### config.mk
export PLATFORM = sky130hd
export DESIGN_NAME = avalon_dma_burst_splitter
export DESIGN_NICKNAME = d
export VERILOG_FILES = /design/src/rtl/avalon_dma_burst_splitter.sv
export SDC_FILE = /design/constraint.sdc
export NUM_CORES = 1
export LEC_CHECK = 0
export BUFFER_PORTS_ARGS = -buffer_cell sky130_fd_sc_hd__buf_2
export CAP_MARGIN = 40
export CELL_PAD_IN_SITES_DETAIL_PLACEMENT = 1
export CELL_PAD_IN_SITES_GLOBAL_PLACEMENT = 2
export CORE_MARGIN = 4
export CORE_UTILIZATION = 34
export DETAILED_ROUTE_END_ITERATION = 7
export PLACE_DENSITY = 0.83
export RECOVER_POWER = 100
export SKIP_CTS_REPAIR_TIMING = 1
export SLEW_MARGIN = 25
export SYNTH_ARGS = -nofsm -noshare
export SYNTH_HDL_FRONTEND = slang
export SYNTH_SLANG_ARGS = --single-unit
### constraint.sdc
create_clock -name ACLK -period 3.4 [get_ports ACLK]
set_clock_uncertainty 0.05 [all_clocks]
set_input_delay 0 -clock ACLK [delete_from_list [all_inputs] [get_ports ACLK]]
set_output_delay 0 -clock ACLK [all_outputs]
set_load 0.05 [all_outputs]
### src/rtl/avalon_dma_burst_splitter.sv
// avalon_dma_burst_splitter: splits one long DMA request into
// burst commands held on the master's user port until user_done.
//
// Ports:
//   ACLK, ARESETN       clock, async active-low reset
//   req_valid/ready     request handshake (ready only in IDLE)
//   req_write/addr/words request direction, byte address, word count
//   busy, done          request in progress / 1-cycle completion pulse
//   burst_count         bursts issued for the current request
//   user_addr           burst byte address to the master
//   user_read_enable    read command to the master
//   user_write_enable   write command to the master
//   user_word_size      burst length in words to the master
//   user_done           master end-of-burst ack
//
// Optional: `SPLITTER_BOUNDARY_EN keeps bursts inside BOUNDARY.
module avalon_dma_burst_splitter #(
  parameter int C_AVM_ADDR_WIDTH = 32,
  parameter int C_AVM_DATA_WIDTH = 32,
  parameter int LEN_WIDTH        = 24,
  parameter int MAX_BURST        = 128,
  parameter int BOUNDARY         = 4096
) (
  input  logic                        ACLK,
  input  logic                        ARESETN,
  input  logic                        req_valid,
  output logic                        req_ready,
  input  logic                        req_write,
  input  logic [C_AVM_ADDR_WIDTH-1:0] req_addr,
  input  logic [LEN_WIDTH-1:0]        req_words,
  output logic                        busy,
  output logic                        done,
  output logic [15:0]                 burst_count,
  output logic [C_AVM_ADDR_WIDTH-1:0] user_addr,
  output logic                        user_read_enable,
  output logic                        user_write_enable,
  output logic [8:0]                  user_word_size,
  input  logic                        user_done
);

  localparam int AW     = C_AVM_ADDR_WIDTH;
  localparam int BPW    = C_AVM_DATA_WIDTH / 8;
  localparam int LG_BPW = $clog2(BPW);
  localparam int LG_BND = $clog2(BOUNDARY);
  localparam int BW     = LG_BND + 1;
  localparam int CW     = (LEN_WIDTH > BW) ? LEN_WIDTH : BW;

`ifdef SPLITTER_BOUNDARY_EN
  localparam bit BND_EN = 1'b1;
`else
  localparam bit BND_EN = 1'b0;
`endif

  typedef enum logic [1:0] {
    IDLE,
    CALC,
    ISSUE,
    GAP
  } state_t;

  state_t               state;
  state_t               state_n;
  logic [AW-1:0]        cur_addr;
  logic [AW-1:0]        cur_addr_n;
  logic [LEN_WIDTH-1:0] remain;
  logic [LEN_WIDTH-1:0] remain_n;
  logic                 dir;
  logic                 dir_n;
  logic                 busy_n;
  logic                 done_n;
  logic                 rd_n;
  logic                 wr_n;
  logic [AW-1:0]        uaddr_n;
  logic [8:0]           size_n;
  logic [15:0]          cnt_n;

  logic [AW-1:0]        mask;
  logic [BW-1:0]        room_b;
  logic [CW-1:0]        room_w;
  logic [CW-1:0]        rem_w;
  logic [CW-1:0]        max_w;
  logic [CW-1:0]        len_w;

  assign req_ready = (state == IDLE);
  assign mask      = ~AW'(BPW - 1);

  // Words left before the next BOUNDARY-aligned address.
  // cur_addr is word aligned, so the division is exact.
  always_comb begin
    room_b = BW'(BOUNDARY)
           - {1'b0, cur_addr[LG_BND-1:0]};
    room_w = CW'(room_b >> LG_BPW);
    rem_w  = CW'(remain);
    max_w  = CW'(MAX_BURST);
    len_w  = (rem_w < max_w) ? rem_w : max_w;
    if (BND_EN && (room_w < len_w)) begin
      len_w = room_w;
    end
  end

  always_comb begin
    state_n    = state;
    cur_addr_n = cur_addr;
    remain_n   = remain;
    dir_n      = dir;
    busy_n     = busy;
    done_n     = 1'b0;
    rd_n       = user_read_enable;
    wr_n       = user_write_enable;
    uaddr_n    = user_addr;
    size_n     = user_word_size;
    cnt_n      = burst_count;
    unique case (state)
      IDLE: begin
        if (req_valid) begin
          cur_addr_n = req_addr & mask;
          remain_n   = req_words;
          dir_n      = req_write;
          cnt_n      = '0;
          if (req_words == '0) begin
            done_n = 1'b1;
          end else begin
            busy_n  = 1'b1;
            state_n = CALC;
          end
        end
      end
      CALC: begin
        size_n  = 9'(len_w);
        uaddr_n = cur_addr;
        rd_n    = !dir;
        wr_n    = dir;
        state_n = ISSUE;
      end
      ISSUE: begin
        // Dropping the enable on the ack edge keeps the
        // master from seeing a second command.
        if (user_done) begin
          rd_n       = 1'b0;
          wr_n       = 1'b0;
          cur_addr_n = cur_addr
                     + (AW'(user_word_size) << LG_BPW);
          remain_n   = remain
                     - LEN_WIDTH'(user_word_size);
          cnt_n      = burst_count + 16'd1;
          state_n    = GAP;
        end
      end
      GAP: begin
        if (remain != '0) begin
          state_n = CALC;
        end else begin
          state_n = IDLE;
          busy_n  = 1'b0;
          done_n  = 1'b1;
        end
      end
      default: begin
        state_n = IDLE;
        rd_n    = 1'b0;
        wr_n    = 1'b0;
        busy_n  = 1'b0;
      end
    endcase
  end

  always_ff @(posedge ACLK or negedge ARESETN) begin
    if (!ARESETN) begin
      state             <= IDLE;
      cur_addr          <= '0;
      remain            <= '0;
      dir               <= 1'b0;
      busy              <= 1'b0;
      done              <= 1'b0;
      user_read_enable  <= 1'b0;
      user_write_enable <= 1'b0;
      user_addr         <= '0;
      user_word_size    <= '0;
      burst_count       <= '0;
    end else begin
      state             <= state_n;
      cur_addr          <= cur_addr_n;
      remain            <= remain_n;
      dir               <= dir_n;
      busy              <= busy_n;
      done              <= done_n;
      user_read_enable  <= rd_n;
      user_write_enable <= wr_n;
      user_addr         <= uaddr_n;
      user_word_size    <= size_n;
      burst_count       <= cnt_n;
    end
  end

endmodule

# Word-level counts from Yosys, hierarchy flattened

Index checks and enable logic that the tools add are counted.

Register bits after elaboration: 120
Output and inout port bits: 62
Word-level logic and storage cells: 60

$add $sub $neg: 3
$lt $le $gt $ge: 1
Equality and inequality tests: 7
Muxes and demuxes: 26
Reductions and logical operators: 12

Operator list:

| kind                                                         | count |
|---|---|
| 2-to-1 mux 32 bit                                            | 2 |
| case mux 32 bit (2 select lines)                             | 1 |
| 2-to-1 mux 24 bit                                            | 2 |
| case mux 24 bit (2 select lines)                             | 1 |
| adder 32 x 11 -> 32 bit                                      | 1 |
| 2-to-1 mux 16 bit                                            | 2 |
| case mux 16 bit (2 select lines)                             | 1 |
| logical NOT 24 bit                                           | 1 |
| less-than comparator 24 x 8 -> 1 bit (second input constant) | 1 |
| nonzero test 24 bit                                          | 1 |
| subtractor 24 x 9 -> 24 bit                                  | 1 |
| adder 16 x 1 -> 16 bit (second input constant)               | 1 |
| 2-to-1 mux 9 bit                                             | 1 |
| 2-to-1 mux 1 bit                                             | 8 |
| != test 2 bit (second input constant)                        | 4 |
| case mux 1 bit (2 select lines)                              | 4 |
| case mux 2 bit (4 select lines)                              | 1 |
| 2-to-1 mux 2 bit                                             | 3 |
| AND reduction 3 bit                                          | 2 |
| nonzero test 2 bit                                           | 3 |
| equality test 2 bit (second input constant)                  | 2 |
| AND reduction 2 bit                                          | 2 |
| AND reduction 4 bit                                          | 1 |
| equality test 2 x 1 -> 1 bit (second input constant)         | 1 |
| 2 further kinds                                              | 2 |

# Longest topological paths before layout

Gate-level depths: netlist of run 1.

Depth after elaboration: 4
Gate-level depth with buffers: 11

# Least setup slack after synthesis of run 1

OpenSTA, ideal clock, no wires.

Path type: register to register
From: register user_word_size[0]
To: register remain[20] (netlist: rem_w[20])
Library setup time: 126 ps
Arrival: 2596 ps
Data required time: 3224 ps
Setup slack: 628 ps
Cell stages (with the launch flop): 10
Path buffers: 0
Period minus slack after synthesis: 2772 ps
Cell sequence: dfrtp_1 -> ha_1 -> inv_1 -> fa_1 -> a21o_1 -> a221oi_2 -> o211ai_1 -> nor4_1 -> nand4_1 -> o311a_1

Word-level cells in the longest chain between the ends: 3

RTL lines:

| item                             | RTL line | RTL |
|---|---|---|
| start, declared                  | 37       | `output logic [8:0] user_word_size,` |
| start signal, assigned           | 190      | `user_word_size <= size_n;` |
| subtractor 24 x 9 -> 24 bit      | 144      | `- LEN_WIDTH'(user_word_size);` |
| 2-to-1 mux 24 bit                | 138      | `if (user_done) begin` |
| case mux 24 bit (2 select lines) | 113      | `unique case (state)` |
| end signal, assigned             | 183      | `remain <= remain_n;` |
| end, declared                    | 65       | `logic [LEN_WIDTH-1:0] remain;` |

Every way passes these cells. The select of a mux whose other input is x is not followed.
A chain may end at the register's enable or synchronous reset.

# Final worst setup path of run 1

From: register state[1]
To: register user_addr[29]

Word-level cells in the longest chain between the ends: 1

RTL lines:

| item                         | RTL line | RTL |
|---|---|---|
| start, declared              | 61       | `state_t state;` |
| start signal, assigned       | 181      | `state <= state_n;` |
| equality test 2 x 1 -> 1 bit | 113      |  |
| end signal, assigned         | 189      | `user_addr <= uaddr_n;` |
| end, declared                | 34       | `output logic [C_AVM_ADDR_WIDTH-1:0] user_addr,` |

Every way passes these cells.

==> results of run 1 <==
cells in the final DEF (no fill, tap or decap), types with 18 or more instances in the layout:
cell	instances
a21oi_1	48
a32oi_1	19
buf_2	57
clkbuf_1	67
dfrtp_1	116
dlygate4sd3_1	53
ha_1	23
inv_1	21
mux2_2	31
mux2i_1	28
nand2_1	123
nand3_1	19
nand4_1	18
nor2_1	48
o21ai_0	38
per-layer routing:
| metal | wire, um | up-vias | track usage | part of all wire |
|---|---|---|---|---|
| met4 | 349 | 0 | 0.05718 | 0.016 |
| met2 | 10230 | 123 | 0.3002 | 0.46 |
| met5 | 0 | - | 0 | 0 |
| met3 | 902 | 27 | 0.03725 | 0.041 |
| li1 | - | 3055 | - | - |
| met1 | 10530 | 3174 | 0.2797 | 0.48 |
metrics by stage:
stage | total power [mW] | setup slack, ns | cell area [um^2] | cells | hold WS (ns)
after floorplan | 5.296 | 0.6280 | 6834 | 746 | -0.3456
after global placement | 6.335 | 0.7073 | 7742 | 1104 | 0.06319
after detailed placement | 6.421 | 0.6235 | 7742 | 1104 | 0.06027
after CTS | 8.242 | 0.6123 | 8322 | 1136 | -0.3954
after global routing | 8.709 | 0.2766 | 8725 | 1189 | 0.006838
final | 8.131 | 0.4409 | 8725 | 1189 | -0.04961
area by class of cell:
| cell class | count | area share |
|---|---|---|
| inverters | 21 | 0.009035 |
| clock inverters | 10 | 0.01205 |
| repair buffers | 190 | 0.1349 |
| clock buffers | 22 | 0.05435 |
| well taps | 265 | 0.03800 |
| multi-input cells | 565 | 0.4189 |
| flip-flops and latches | 116 | 0.3327 |
worst paths after layout:
path,slack (ns),cells past startpoint,end,from
worst min register to register,0.46,1,user_addr[31],user_addr[31]
worst max-delay path,0.44,4,user_addr[29],state[1]
max in group asynchronous,1.88,3,burst_count[14],ARESETN
worst max register to register,0.44,4,user_addr[29],state[1]
worst min-delay path,-0.05,5,cur_addr[27],req_addr[27]
min in group asynchronous,0.41,2,rem_w[4],ARESETN
power by group through the flow:
stage	combinational, mW	clock, mW	sequential [mW]
2_1_floorplan	2.30	0	2.99
3_3_place_gp	3.85	0	2.48
3_5_place_dp	3.92	0	2.50
4_1_cts	3.95	1.81	2.48
5_1_grt	4.26	1.87	2.58
6_report	3.86	1.77	2.50
cell families (layout without fill, tap and decap cells):
family / Yosys count / after routing / share of synthesized area
adders and majority gates: 25 / 25 / 0.04799
and+or+nand+nor: 278 / 278 / 0.1907
buffers and inverters: 65 / 243 / 0.04067
xor gates and xnor gates: 22 / 22 / 0.02821
AOI/OAI and AO/OA: 179 / 179 / 0.1748
DFF: 116 / 116 / 0.4250
muxes: 59 / 59 / 0.09214
other: 1 / 2 / 0.0005490
critical path, stage by stage (launching register included):
cell and delay, ns:
dfrtp_1 0.41, inv_1 0.13, ha_1 1.03, clkbuf_1 0.79
mux2_2 0.42
state kept, by name (all words and copies together), names as in the netlist:
register	count
user_write_enable	1
cur_addr	30
dir	1
burst_count	16
state	2
user_read_enable	1
user_word_size	9
done	1
user_addr	30
busy	1
rem_w	24
==> results.yml, run 1 <==
grt:
  overflow: 0
  grt_pass1_wl_um: 34510
  antenna_found_initial: 0
  grt_usage: 0.1950
  grt_max_degree: 65
  grt_pass1_vias: 6332
clocking:
  h-tree-depth: 4
  cts.sinks: 116
  cts_tree: "yes"
  clk_pin_slew_ns: 0.06
  clockRootBuffer: "clkbuf_16"
  numCtsBuffers: 17
  cts_buffer_depth: 2
  clk_latency_ns: 0.42
synthesis:
  synth_common_cells: "nand2_1, dfrtp_1, nor2_1"
  synth_top_area_cell: "dfrtp_1"
  ys.flop_type: "dfrtp_1"
  avgSynthCellArea_um2: 9.168
  yosys-top-cells-area: "dfrtp_1, nand2_1, mux2_2"
  synth_top_area_share: 0.4250
  synth_edf_count: 0
  syn-cell-area_mm2: 0.006830
  ys_warn_count: 0
  synth_most_common_cell: "nand2_1"
  synth.distinct_cells: 64
  ys_seq_area_frac: 0.4250
  synthArstFlopShare: 1.000
  synthCells: 745
  ys_seq_elements: 116
pwr:
  p_sw_frac: 0.4558
  pwr-share-comb: 0.475
  seq_power_share: 0.307
  p_int_mw: 4.425
  power_density_mw_per_mm2: 932.0
  peakVddDrop_v: 0.0003220
  switchingPower_mw: 3.706
  leakage_nw: 3.783
  p_clk_frac: 0.218
min_path:
  hold_path.class: "in -> reg"
die:
  ioPinCount: 123
  core_mm2: 0.01959
  dieHeight_um: 149.7
  dieArea_mm2: 0.02242
  std_cell_rows: 51
  dieWidth_um: 149.7
  start_util: 0.3487
timing:
  holdWs_ns: -0.04961
  fin_crit_ns: 2.959
  finalHoldViolCount: 4
  fin_tns_setup_ns: 0
  rsz0062_at_grt: "false"
  relSlewSlack: 0.03118
  fmax_mhz: 337.9
  min_period_over_period: 0.8703
  worstMarginPinSlew_ns: 1.453
  maxSlewViolCount: 0
  setup_violations: 0
layout:
  multi_input_area_mm2: 0.003655
  fin_util: 0.4454
  seq_area_mm2: 0.002903
  areaGrowthSynthToFinish_pct: 27.73
  antenna_cells: 0
  drive_gt1_frac: 0.1515
  nFillCells: 2367
  layout.nets: 997
drt:
  vias: 6379
  wl_per_cell_um: 18.52
  vias_per_cell: 5.365
  drt-pass1-iter-count: 4
  drt-initial-drc-count: 393
  ant_nets: 0
  drt-total-wl_um: 22020
  drcViolationCount: 0
worst_setup_path:
  crit_type: "reg -> reg"
  cp_data_arrival_time_ns: 3.21
  worst_ep_required_time_ns: 3.65
  end_kind: "register"
  cp_max_fo: 27
  critPathLaunchType: "register"
run:
  cap_violations: 0
placed_design:
  gp_congestion: 0.8021
  io_buffers: 118
  hpwl_um: 15190
outcome:
  status: "finished with violations"
  failed_checks: "negative hold slack"
Note: power is estimated with default switching activity, not from simulation.
==> run 2: changes to the inputs <==
--- a/config.mk
+++ b/config.mk
@@ -5,17 +5,18 @@
 export SDC_FILE = /design/constraint.sdc
 export NUM_CORES = 1
 export LEC_CHECK = 0
+export ABC_AREA = 1
 export BUFFER_PORTS_ARGS = -buffer_cell sky130_fd_sc_hd__buf_2
 export CAP_MARGIN = 40
 export CELL_PAD_IN_SITES_DETAIL_PLACEMENT = 1
 export CELL_PAD_IN_SITES_GLOBAL_PLACEMENT = 2
 export CORE_MARGIN = 4
-export CORE_UTILIZATION = 34
+export CORE_UTILIZATION = 31
 export DETAILED_ROUTE_END_ITERATION = 7
 export PLACE_DENSITY = 0.83
 export RECOVER_POWER = 100
 export SKIP_CTS_REPAIR_TIMING = 1
-export SLEW_MARGIN = 25
+export SLEW_MARGIN = 5
 export SYNTH_ARGS = -nofsm -noshare
 export SYNTH_HDL_FRONTEND = slang
 export SYNTH_SLANG_ARGS = --single-unit
==> results.yml, run 2 <==
drt:
  drt-initial-drc-count: 447
  wl_met1_um: 12660
  vias: 7955
  drt-total-wl_um: 26180
  wl_met2_um: 12460
  met3_length_um: 814
  vias_per_cell: 4.766
  ant_nets: 0
  wl_per_cell_um: 15.68
  drcViolationCount: 0
  route.top_layer_used: "met4"
  drt-pass1-iter-count: 4
die:
  dieArea_mm2: 0.02755
  std_cell_rows: 57
  dieHeight_um: 166.0
  dieWidth_um: 166.0
  core_mm2: 0.02446
  start_util: 0.3163
  ioPinCount: 123
synthesis:
  ys_seq_area_frac: 0.3752
  ys.flop_type: "dfrtp_1"
  synth_common_cells: "nand2_1, inv_1, dfrtp_1"
  avgSynthCellArea_um2: 6.563
  ys_warn_count: 0
  synth_top_area_share: 0.3752
  syn-cell-area_mm2: 0.007737
  synth.distinct_cells: 40
  synthCells: 1179
  yosys-top-cells-area: "dfrtp_1, nand2_1, inv_1"
  synth_most_common_cell: "nand2_1"
  synthArstFlopShare: 1.000
  synth_top_area_cell: "dfrtp_1"
  synth_edf_count: 0
  ys_seq_elements: 116
clocking:
  cts_tree: "yes"
  clk_pin_slew_ns: 0.06
  numCtsBuffers: 17
  clk_latency_ns: 0.42
  clockRootBuffer: "clkbuf_16"
  h-tree-depth: 4
  cts_buffer_depth: 2
  cts.sinks: 116
worst_setup_path:
  r2r_start: "state[1]"
  reg2reg_depth: 10
  cp-endpoint: "cur_addr[9]"
  cp_max_fo: 29
  end_kind: "register"
  worstSetupStartpoint: "state[1]"
  worst_ep_required_time_ns: 3.67
  cp_data_arrival_time_ns: 3.09
  r2r_end: "cur_addr[9]"
  r2r_slack_ns: 0.59
  crit_type: "reg -> reg"
  critPathLaunchType: "register"
timing:
  min_period_over_period: 0.8266
  holdWs_ns: -0.04747
  relSlewSlack: 0.04893
  fmax_mhz: 355.8
  fin_crit_ns: 2.810
  finalHoldViolCount: 6
  fin_tns_setup_ns: 0
  setup_violations: 0
  rsz0062_at_grt: "false"
  maxSlewViolCount: 0
  worstMarginPinSlew_ns: 1.427
pwr:
  leakage_nw: 4.934
  power_density_mw_per_mm2: 907.3
  peakVddDrop_v: 0.0004256
layout:
  areaGrowthSynthToFinish_pct: 24.35
  multi_input_area_mm2: 0.003998
  most-common-layout-cells: "nand2_1, inv_1, dfrtp_1, nor2_1, nand3_1"
  nFillCells: 3239
  finalNonFillerCells: 1669
  layout.nets: 1419
  drive_gt1_frac: 0.08253
  seq_area_mm2: 0.002903
  antenna_cells: 0
  layout_commonest_cell: "nand2_1"
  fin_util: 0.3933
  final_area_mm2: 0.009622
placed_design:
  gp_congestion: 0.8640
  placedCellCount: 1596
  hpwl_um: 19550
  io_buffers: 118
  place_area_mm2: 0.008668
outcome:
  status: "finished with violations"
  failed_checks: "negative hold slack"
grt:
  grt_usage: 0.1911
  grt_max_degree: 66
  overflow: 0
  antenna_found_initial: 0
  grt_pass1_wl_um: 42830
  grt_pass1_vias: 8282
min_path:
  whs_path_depth: 5
  hp-start: "req_words[5]"
  hold_path.class: "in -> reg"
run:
  cap_violations: 0
-- run 2: where the power goes --
group / internal (mW) / leakage, nW / switching (mW) / total (mW)
registers: 1.94 / 1.45 / 0.515 / 2.45
logic: 1.19 / 3.18 / 3.12 / 4.31
clock network: 1.30 / 0.310 / 0.667 / 1.97
-- run 2: cells by family after synthesis --
family,Yosys count,share of synthesized area
other cells,1,0.0004847
compound gates,128,0.08845
simple gates,690,0.3735
fa+ha+maj,25,0.04237
buf+inv,207,0.1064
flops,116,0.3752
xor+xnor,12,0.01358
-- run 2: worst max-delay path, stage by stage (launching register included) --
cell and delay, ns:
dfrtp_1 0.40, inv_1 0.12, ha_1 0.25, nand2_1 0.11, inv_1 0.34, nand2_4 0.22
nand2_1 0.16, buf_4 0.33, buf_4 0.38, o21ai_0 0.14, o21ai_0 0.19
-- run 2: area by class of cell --
| cell class | count | area share |
|---|---|---|
| timing repair buffer | 170 | 0.1081 |
| clock buffer | 23 | 0.05072 |
| sequential | 116 | 0.3017 |
| tap | 324 | 0.04213 |
| inverter | 171 | 0.06671 |
| multi-input combinational | 857 | 0.4155 |
| clock inverter | 8 | 0.01521 |
-- run 2: layer usage --
layer,track usage,vias to the layer above
met5,0,-
met4,0.03838,0
met3,0.03951,15
met2,0.3212,131
met1,0.2566,3794
li1,-,4015
-- run 2: how the worst min path moves through the flow --
stage	to
global route	rem_w[7]
detailed placement	user_addr[30]
CTS	user_addr[30]
floorplan	burst_count[0]
finish	rem_w[5]
global placement	user_addr[30]
-- run 2: through the flow --
| stage | total power, mW | worst slack (ns) |
|---|---|---|
| 2_1_floorplan | 5.534 | 1.160 |
| 4_1_cts | 8.850 | 0.7593 |
| 6_report | 8.730 | 0.5896 |
| 5_1_grt | 9.541 | 0.3876 |
| 3_3_place_gp | 6.660 | 0.8904 |
| 3_5_place_dp | 6.825 | 0.7752 |
==> run 3: changes to the inputs <==
--- a/config.mk
+++ b/config.mk
@@ -11,9 +11,9 @@
 export CELL_PAD_IN_SITES_DETAIL_PLACEMENT = 1
 export CELL_PAD_IN_SITES_GLOBAL_PLACEMENT = 2
 export CORE_MARGIN = 4
-export CORE_UTILIZATION = 31
+export CORE_UTILIZATION = 28
 export DETAILED_ROUTE_END_ITERATION = 7
-export PLACE_DENSITY = 0.83
+export PLACE_DENSITY = 0.8
 export RECOVER_POWER = 100
 export SKIP_CTS_REPAIR_TIMING = 1
 export SLEW_MARGIN = 5
==> constraint.sdc (replaced) <==
create_clock -name ACLK -period 2.5 [get_ports ACLK]
set_clock_uncertainty 0.05 [all_clocks]
set_input_delay 0 -clock ACLK [delete_from_list [all_inputs] [get_ports ACLK]]
set_output_delay 0 -clock ACLK [all_outputs]
set_load 0.05 [all_outputs]
==> results.yml, run 3 (synthesis results as in run 2) <==
grt:
  antenna_found_initial: 0
  overflow: 0
  grt_pass1_wl_um: 43350
  grt_max_degree: 52
  grt_usage: 0.1759
  grt_pass1_vias: 8252
timing:
  rsz0062_at_grt: "false"
  relSlewSlack: 0.1542
  maxSlewViolCount: 0
  fmax_mhz: 429.2
  setup_slack_ns: 0.1699
  finalHoldViolCount: 7
  min_period_over_period: 0.9321
  setup_violations: 0
  worstMarginPinSlew_ns: 1.269
  fin_tns_setup_ns: 0
  fin_crit_ns: 2.330
  holdWs_ns: -0.04522
drt:
  vias_per_cell: 4.642
  drt-initial-drc-count: 352
  wl_per_cell_um: 15.56
  drcViolationCount: 0
  ant_nets: 0
  vias: 8017
  drt-pass1-iter-count: 4
  drt-total-wl_um: 26880
worst_setup_path:
  critPathLaunchType: "register"
  cp_data_arrival_time_ns: 2.60
  path_delay_family: "buffers and inverters"
  crit_buf_inv: 2
  reg2reg_depth: 5
  worst_ep_required_time_ns: 2.77
  critPathSlowestCell: "clkbuf_1"
  worstSetupPathDepth: 5
  crit_type: "reg -> reg"
  cp_max_fo: 19
  r2r_slack_ns: 0.17
  crit_chain: "inv_1 > ha_1 > clkbuf_1 > nand3_2 > o22ai_1"
  cp_slowest_stage_delay_ns: 0.80
  end_kind: "register"
layout:
  layout.nets: 1428
  areaGrowthSynthToFinish_pct: 25.15
  drive_gt1_frac: 0.09151
  finalNonFillerCells: 1727
  antenna_cells: 0
  fin_util: 0.3573
  layout_commonest_cell: "nand2_1"
  final_area_mm2: 0.009683
  most-common-layout-cells: "nand2_1, inv_1, dfrtp_1, nor2_1, nand3_1"
placed_design:
  gp_congestion: 0.8149
  place_area_mm2: 0.008796
  io_buffers: 118
  dp_slack_ns: 0.2090
  placedCellCount: 1654
  hpwl_um: 20610
min_path:
  whs_path_depth: 5
  hold_path.class: "in -> reg"
outcome:
  status: "finished with violations"
  failed_checks: "negative hold slack"
die:
  dieArea_mm2: 0.03036
  dieHeight_um: 174.2
  std_cell_rows: 60
  ioPinCount: 123
  dieWidth_um: 174.2
  core_mm2: 0.02710
  start_util: 0.2855
run:
  cap_violations: 0
pwr:
  peakVddDrop_v: 0.0004859
  power_density_mw_per_mm2: 1222
  leakage_nw: 4.923
  switchingPower_mw: 5.975
  seq_power_share: 0.281
  p_clk_frac: 0.218
  pwr-share-comb: 0.501
  p_sw_frac: 0.5048
  p_int_mw: 5.860
clocking:
  h-tree-depth: 4
  clk_pin_slew_ns: 0.06
  clockRootBuffer: "clkbuf_16"
  cts_tree: "yes"
  clk_latency_ns: 0.42
  numCtsBuffers: 17
  cts.sinks: 116
  cts_buffer_depth: 2
run 3: changes by cell type in the layout (fill, tap and decap cells not counted), sizes merged:
cell,change
buf,+3
bufinv,-1
clkbuf,+1
clkinv,+2
clkinvlp,+4
dlygate4sd3,-1
inv,+2
run 3: worst min-delay path, cell delays in order:
cell and delay [ns]:
buf_2 0.10, inv_1 0.08, o21ai_0 0.10, nand2_1 0.07, nand2_1 0.04
run 3: cell type report:
type                    count  area [um^2]
fillers                  3515        17420
multi-input cells         857         4003
flip-flops and latches    116         2903
repair buffers            179         1064
inverters                 171        641.9
well taps                 372        465.4
clock buffers              17        425.4
clock inverters            15        181.4
run 3: metal layers:
layer	GRT usage	routed length, um	vias to the layer above
li1	-	-	4032
met1	0.2414	13260	3825
met2	0.2927	12320	136
met3	0.02719	950	24
met4	0.04091	348	0
met5	0	0	-
run 3: path summary, 6_finish.rpt:
path                               start           endpoint
max                             state[1]  user_word_size[3]
min                        req_words[22]          rem_w[22]
max reg2reg                     state[1]  user_word_size[3]
min reg2reg                         busy               busy
max in group asynchronous        ARESETN  user_word_size[3]
min in group asynchronous        ARESETN     burst_count[3]
run 3: power groups by stage:
stage | Sequential, mW | Combinational (mW) | Clock (mW)
floorplan | 4.05 | 3.47 | 0
global placement | 3.33 | 5.87 | 0
detailed placement | 3.35 | 6.02 | 0
CTS | 3.32 | 6.05 | 2.65
global route | 3.45 | 6.71 | 2.71
finish | 3.33 | 5.92 | 2.58
run 3: per-stage QoR:
| step | hold WS [ns] | total power [mW] |
|---|---|---|
| 5_1_grt | 0.007999 | 12.88 |
| 4_1_cts | -0.6132 | 12.02 |
| 2_1_floorplan | -0.3456 | 7.527 |
| 6_report | -0.04522 | 11.83 |
| 3_3_place_gp | -0.1609 | 9.193 |
| 3_5_place_dp | -0.1575 | 9.380 |
